File: config.mk
export PLATFORM = sky130hd
export DESIGN_NAME = tcdm_prio_ctrl
export DESIGN_NICKNAME = d
export VERILOG_FILES = /design/src/rtl/tcdm_prio_ctrl.sv
export SDC_FILE = /design/constraint.sdc
export NUM_CORES = 1
export LEC_CHECK = 0
export CORE_ASPECT_RATIO = 1.4
export CORE_UTILIZATION = 22
export DETAILED_ROUTE_END_ITERATION = 6
export HOLD_SLACK_MARGIN = 0.02
export PLACE_DENSITY = 0.94
export SKIP_LAST_GASP = 1
export SLEW_MARGIN = 0
export SYNTH_ARGS = -nofsm -noshare
export SYNTH_HDL_FRONTEND = slang
export SYNTH_SLANG_ARGS = --single-unit
File: constraint.sdc
create_clock -name clk_i -period 1.25 [get_ports clk_i]
set_input_delay 0.3125 -clock clk_i [delete_from_list [all_inputs] [get_ports clk_i]]
set_output_delay 0.3125 -clock clk_i [all_outputs]
set_load 0.01 [all_outputs]
File: src/rtl/tcdm_prio_ctrl.sv
// Priority-vector and starvation controller for an ExtPrio TCDM butterfly network.
// Define TCDM_PRIO_CTRL_BOOST_EN to add wait counters and boost masking; otherwise only the stride counter exists.
module tcdm_prio_ctrl #(
  parameter int unsigned NumIn        = 32,
  parameter int unsigned NumOut       = 32,
  parameter int unsigned RrStride     = 5,
  parameter int unsigned StarveThresh = 8,
  localparam int unsigned AddWidth    = $clog2(NumOut)
) (
  input  logic                clk_i,
  input  logic                rst_ni,
  input  logic [NumIn-1:0]    req_i,
  output logic [NumIn-1:0]    gnt_o,
  output logic [NumIn-1:0]    req_o,
  input  logic [NumIn-1:0]    gnt_i,
  output logic [AddWidth-1:0] rr_o,
  output logic                boost_active_o,
  output logic [NumIn-1:0]    boost_vec_o
);

  if ((RrStride % 2 == 0) || (RrStride >= NumOut) || (NumOut & (NumOut - 1)) != 0
      || (NumIn & (NumIn - 1)) != 0 || NumOut < NumIn || StarveThresh < 1) begin : g_bad_param
    $error("tcdm_prio_ctrl: illegal parameter combination");
  end

  logic [AddWidth-1:0] rr_q, rr_d;

  // NumOut is a power of two, so natural wrap of the counter is the modulo.
  assign rr_d  = (|gnt_i) ? rr_q + AddWidth'(RrStride) : rr_q;
  assign rr_o  = rr_q;
  assign gnt_o = gnt_i;

  // NOTE: sequential state uses non-blocking assignments so every register samples pre-edge values.
  always_ff @(posedge clk_i or negedge rst_ni) begin
    if (!rst_ni) rr_q <= '0;
    else         rr_q <= rr_d;
  end

`ifdef TCDM_PRIO_CTRL_BOOST_EN
  localparam int unsigned CntWidth = $clog2(StarveThresh + 1);

  typedef enum logic {StNormal, StBoost} state_e;

  state_e             state_q, state_d;
  logic [NumIn-1:0]   boost_q, boost_d, starved;
  logic [CntWidth-1:0] cnt_q [NumIn];
  logic [CntWidth-1:0] cnt_d [NumIn];

  always_comb begin
    for (int i = 0; i < NumIn; i++) begin
      starved[i] = (cnt_q[i] >= CntWidth'(StarveThresh)) && req_i[i];
    end
  end

  // NOTE: every output of this block is given a default first, so no path can infer a latch.
  always_comb begin
    state_d = state_q;
    boost_d = '0;
    req_o   = req_i;
    unique case (state_q)
      StNormal: begin
        if (|starved) begin
          boost_d = starved;
          state_d = StBoost;
        end
      end
      StBoost: begin
        req_o   = req_i & boost_q;
        boost_d = boost_q & req_i & ~gnt_i;
        if (boost_d == '0) state_d = StNormal;
      end
      default: state_d = StNormal;
    endcase
  end

  // Masked masters hold their count so they re-enter arbitration with their history intact.
  always_comb begin
    for (int i = 0; i < NumIn; i++) begin
      cnt_d[i] = cnt_q[i];
      if (!req_i[i] || gnt_i[i]) begin
        cnt_d[i] = '0;
      end else if (req_o[i] && (cnt_q[i] < CntWidth'(StarveThresh))) begin
        cnt_d[i] = cnt_q[i] + 1'b1;
      end
    end
  end

  // NOTE: the wait counters are control state, not storage, so each entry is reset explicitly.
  always_ff @(posedge clk_i or negedge rst_ni) begin
    if (!rst_ni) begin
      state_q <= StNormal;
      boost_q <= '0;
      for (int i = 0; i < NumIn; i++) cnt_q[i] <= '0;
    end else begin
      state_q <= state_d;
      boost_q <= boost_d;
      cnt_q   <= cnt_d;
    end
  end

  assign boost_active_o = (state_q == StBoost);
  assign boost_vec_o    = boost_q;
`else
  assign req_o          = req_i;
  assign boost_active_o = 1'b0;
  assign boost_vec_o    = '0;
`endif

endmodule
; Word level (Yosys, flattened, before mapping)
; Index checks and enable logic that the tools add are counted.
[totals]
ff_bits = 5
latchBits = 0
ram_bits = 0
rom_bits = 0
word_cells = 3
mem_count = 0
[op_classes]
addsub = 1
mul = 0
n_div = 0
magnitude_cmp = 0
n_eq_ne = 0
n_shift = 0
mux = 0
bitwise_logic = 0
n_reduce_logical = 1
[ops]
columns = op, count
row1 = OR reduction 32 bit, 1
row2 = adder 5 x 3 -> 5 bit (second input constant), 1

; Logic depth before layout (Yosys ltp)
[logic_depth]
word_depth = 1
mapped_depth = 4

; Worst setup path after synthesis
; OpenSTA, ideal clock, no wires.
[synth_path]
path_kind = input to register
startpoint = in gnt_i[16]
endpoint = reg rr_q[1], in the netlist rr_o[1]
setup_time_ps = 128
arrival_time_ps = 1239
required_ps = 1122
path_slack_ps = -116
stages = 4
path_buffers = 0
cell_sequence = nor4_1 -> nand4_1 -> nor2_2 -> mux2_1
[synth_via]
elab_chain_cells = 1
[synth_rtl]
columns = element, line
row1 = from (decl), 15  ; input logic [NumIn-1:0] gnt_i,
row2 = OR reduction 32 bit, 29  ; assign rr_d = (|gnt_i) ? rr_q + AddWidth'(RrStride) : rr_q;
row3 = to (signal assigned), 36  ; else rr_q <= rr_d;
row4 = to (decl), 26  ; logic [AddWidth-1:0] rr_q, rr_d;
; Every way passes these cells.
; A chain may end at the register's enable or synchronous reset.

; Final worst setup path
[layout_path]
startpoint = in gnt_i[21]
endpoint = reg rr_q[1], in the netlist rr_o[1]
; The elaborated chain is that of the path after synthesis.

==> flow_summary.ini <==
[worst_setup_path]
crit_type = in2reg
regToRegStartpoint = rr_o[0]
crit_path_cell_trace = clkdlybuf4s15_1 > nor4_1 > nand4_1 > nor2_2 > mux2_4
dominant_delay_contributor_by_cell_family_on_the_critical_path = simple AND/OR/NAND/NOR gates
critical_path.max_fanout = 2
timing.critical_path.from = gnt_i[21]
crit_required_ps = 1350
slowest_stage = sky130_fd_sc_hd__mux2_4
critical_path.n_buffers_inverters = 1
crit_path_largest_cell_delay_ps = 310
critical_path.startpoint_type = input pin
cp_data_arrival_time_ps = 1450
end_kind = register

[sta]
report.final.setup_viol = 3
postLayoutSetupSlackWorst_ps = -101
timing.final.max_slew_violations = 0
hold_viol_final = 0
rsz0062_at_grt = yes
max_clock_freq_ghz = 0.740
clock_skew_ps = 1.19
post-route-min-period_ps = 1350
totalNegativeSetupSlack_ps = -151
finalCritPeriodShare_pct = 108

[cells_and_area]
final-instance-count-excl-fill = 208
most_common_cell_after_layout_fill_and_taps_aside = sky130_fd_sc_hd__dlygate4sd2_1
layout-drive-gt1-share_pct = 35.8
largest_reg_flops = 5
finish.net_count = 216
multi_input_comb_area_um2 = 402
seqCellArea_um2 = 125
finalCoreUtilization_pct = 31.5
antenna-diode-count = 0
highest_count_cells_in_the_layout_ignoring_fill_and_taps = sky130_fd_sc_hd__dlygate4sd2_1 (34), sky130_fd_sc_hd__conb_1 (33), sky130_fd_sc_hd__buf_4 (14)
area_growth_syn_to_layout_pct = 34.0
nFillCells = 465

[yosys]
synth.largest_area_cell = sky130_fd_sc_hd__buf_4
synth_area_leaders = sky130_fd_sc_hd__buf_4 (72%), sky130_fd_sc_hd__dfrtp_1 (12%), sky130_fd_sc_hd__nor4_1 (4.9%)
synth-seq-cells = 5
syn-instance-count = 124
post_synth_instance_area_um2 = 1010
seq_area_frac_synth_pct = 12.3
ys.warnings.count = 0
share_of_yosys_cell_area_claimed_by_the_top_area_cell_type_pct = 71.9
synth_cell_types = 13
synth_area_per_cell_um2 = 8.17

[global_routing]
grt_pass1_vias = 656
track_usage_pct = 9.10
global_route.overflow_total = 0
initial_antenna_violation_count = 0
grt_start_max_net_pins = 6
grt_pass1_wl_mm = 3.12

[clock_tree]
cts_made_buffers = 3
clkTransAtPathRegs_ps = 30
cts_tree = yes
cts-root-to-sink-buffers = 2
tritoncts_num_sinks = 5
cts_max_level = 1
root_cell_of_the_clock_tree = sky130_fd_sc_hd__clkbuf_8
worstSkewPairLatency_ps = 220

[detailed_routing]
drt_first_iter_violations = 10
via_count = 747
route.final.wire_length_mm = 2.45
avgViaCountPerCell = 3.59
post_drt_wl_per_cell_um = 11.8
drt_drc_violations_left = 0
detail-route-antenna-nets = 0
drt-pass1-iter-count = 2

[pwr]
power_per_cell_area_nw_per_um2 = 539
power.ir.vdd_worst_uv = 259
static-leakage-power_nw = 0.663

[die]
pin_count = 168
die_height_um = 82.3
dieArea_um2 = 4890
die-width_um = 59.4
fp.coreArea_um2 = 4310
initial_utilization_pct = 23.5
fp-row-count = 28

[placement]
place_inst = 199
place.port_buffers = 70
dp.final_hpwl_mm = 2.04
place_congestion = 0.621
worst_setup_slack_before_clock_tree_synthesis_ps = -726

[min_path]
hp-class = in2async

[flow_run]
maxCapViolations = 0

[outcome]
status = finished, violations left
violated_checks = setup timing
[repair_timing]
item / CTS / global route
hold buffers: 0 / 0
resized for setup: 147 / 14
setup buffers: 5 / 0
pin swaps: 12 / 13
setup endpoints to repair: 42 / 8
[where the power goes]
part	total, mW	internal (mW)	switching [mW]
Sequential	0.163	0.163	0.0000142
Clock	0.297	0.219	0.0779
Combinational	0.272	0.131	0.141
[layer usage]
| metal | up-vias | routed length [um] | part of all wire [%] | track usage [%] |
|---|---|---|---|---|
| met4 | 0 | 155 | 6.3 | 8.81 |
| li1 | 324 | - | - | - |
| met1 | 325 | 610 | 25 | 6.48 |
| met3 | 20 | 416 | 17 | 3.43 |
| met5 | - | 0 | 0 | 0 |
| met2 | 78 | 1270 | 52 | 17.3 |
[Yosys cell counts (all sizes together)]
library cell	count
nor4	8
nor2	1
o21ai	1
xnor2	4
a21o	1
ha	1
o21bai	1
buf	97
o221ai	1
nand4	2
conb	1
dfrtp	5
mux2	1
[final cells by class]
cell class / count / area share (%)
clock buffer: 4 / 3.32
multi-input combinational: 54 / 29.6
timing repair buffer: 85 / 52.4
sequential: 5 / 9.22
tap: 60 / 5.53
[through the flow]
stage | power (mW) | area [um^2] | hold WS [ps]
floorplan | 0.504 | 1190 | 16.9
global placement | 0.497 | 1310 | 463
detailed placement | 0.500 | 1310 | 472
CTS | 0.736 | 1340 | 313
global route | 0.778 | 1360 | 321
finish | 0.731 | 1360 | 309
[cell families (layout without fill, tap and decap cells)]
family / count (synthesis) / after routing / share of synthesized area (%)
adder cells (fa/ha/maj): 1 / 1 / 1.23
AND/OR/NAND/NOR: 11 / 11 / 6.79
other: 1 / 33 / 0.370
flip-flops: 5 / 5 / 12.3
AO/OA/AOI/OAI: 4 / 4 / 2.84
XOR/XNOR: 4 / 4 / 3.46
buffers and inverters: 97 / 89 / 71.9
multiplexers: 1 / 1 / 1.11
[worst reg2reg max path, cell delays in order, from the launching register on]
cell	delay [ps]
sky130_fd_sc_hd__dfrtp_1	360
sky130_fd_sc_hd__buf_4	150
sky130_fd_sc_hd__ha_1	290
sky130_fd_sc_hd__mux2_4	270
[worst paths after layout]
| check | slack (ps) | cells past startpoint | to |
|---|---|---|---|
| max reg2reg | 50 | 3 | rr_o[1] |
| max | -100 | 5 | rr_o[1] |
| min | 310 | 1 | rr_o[2] |
| min reg2reg | 460 | 1 | rr_o[4] |
| min in group clk_i | 460 | 1 | rr_o[4] |
| max in group asynchronous | 760 | 1 | rr_o[3] |
Note: power is estimated with default switching activity, not from simulation.
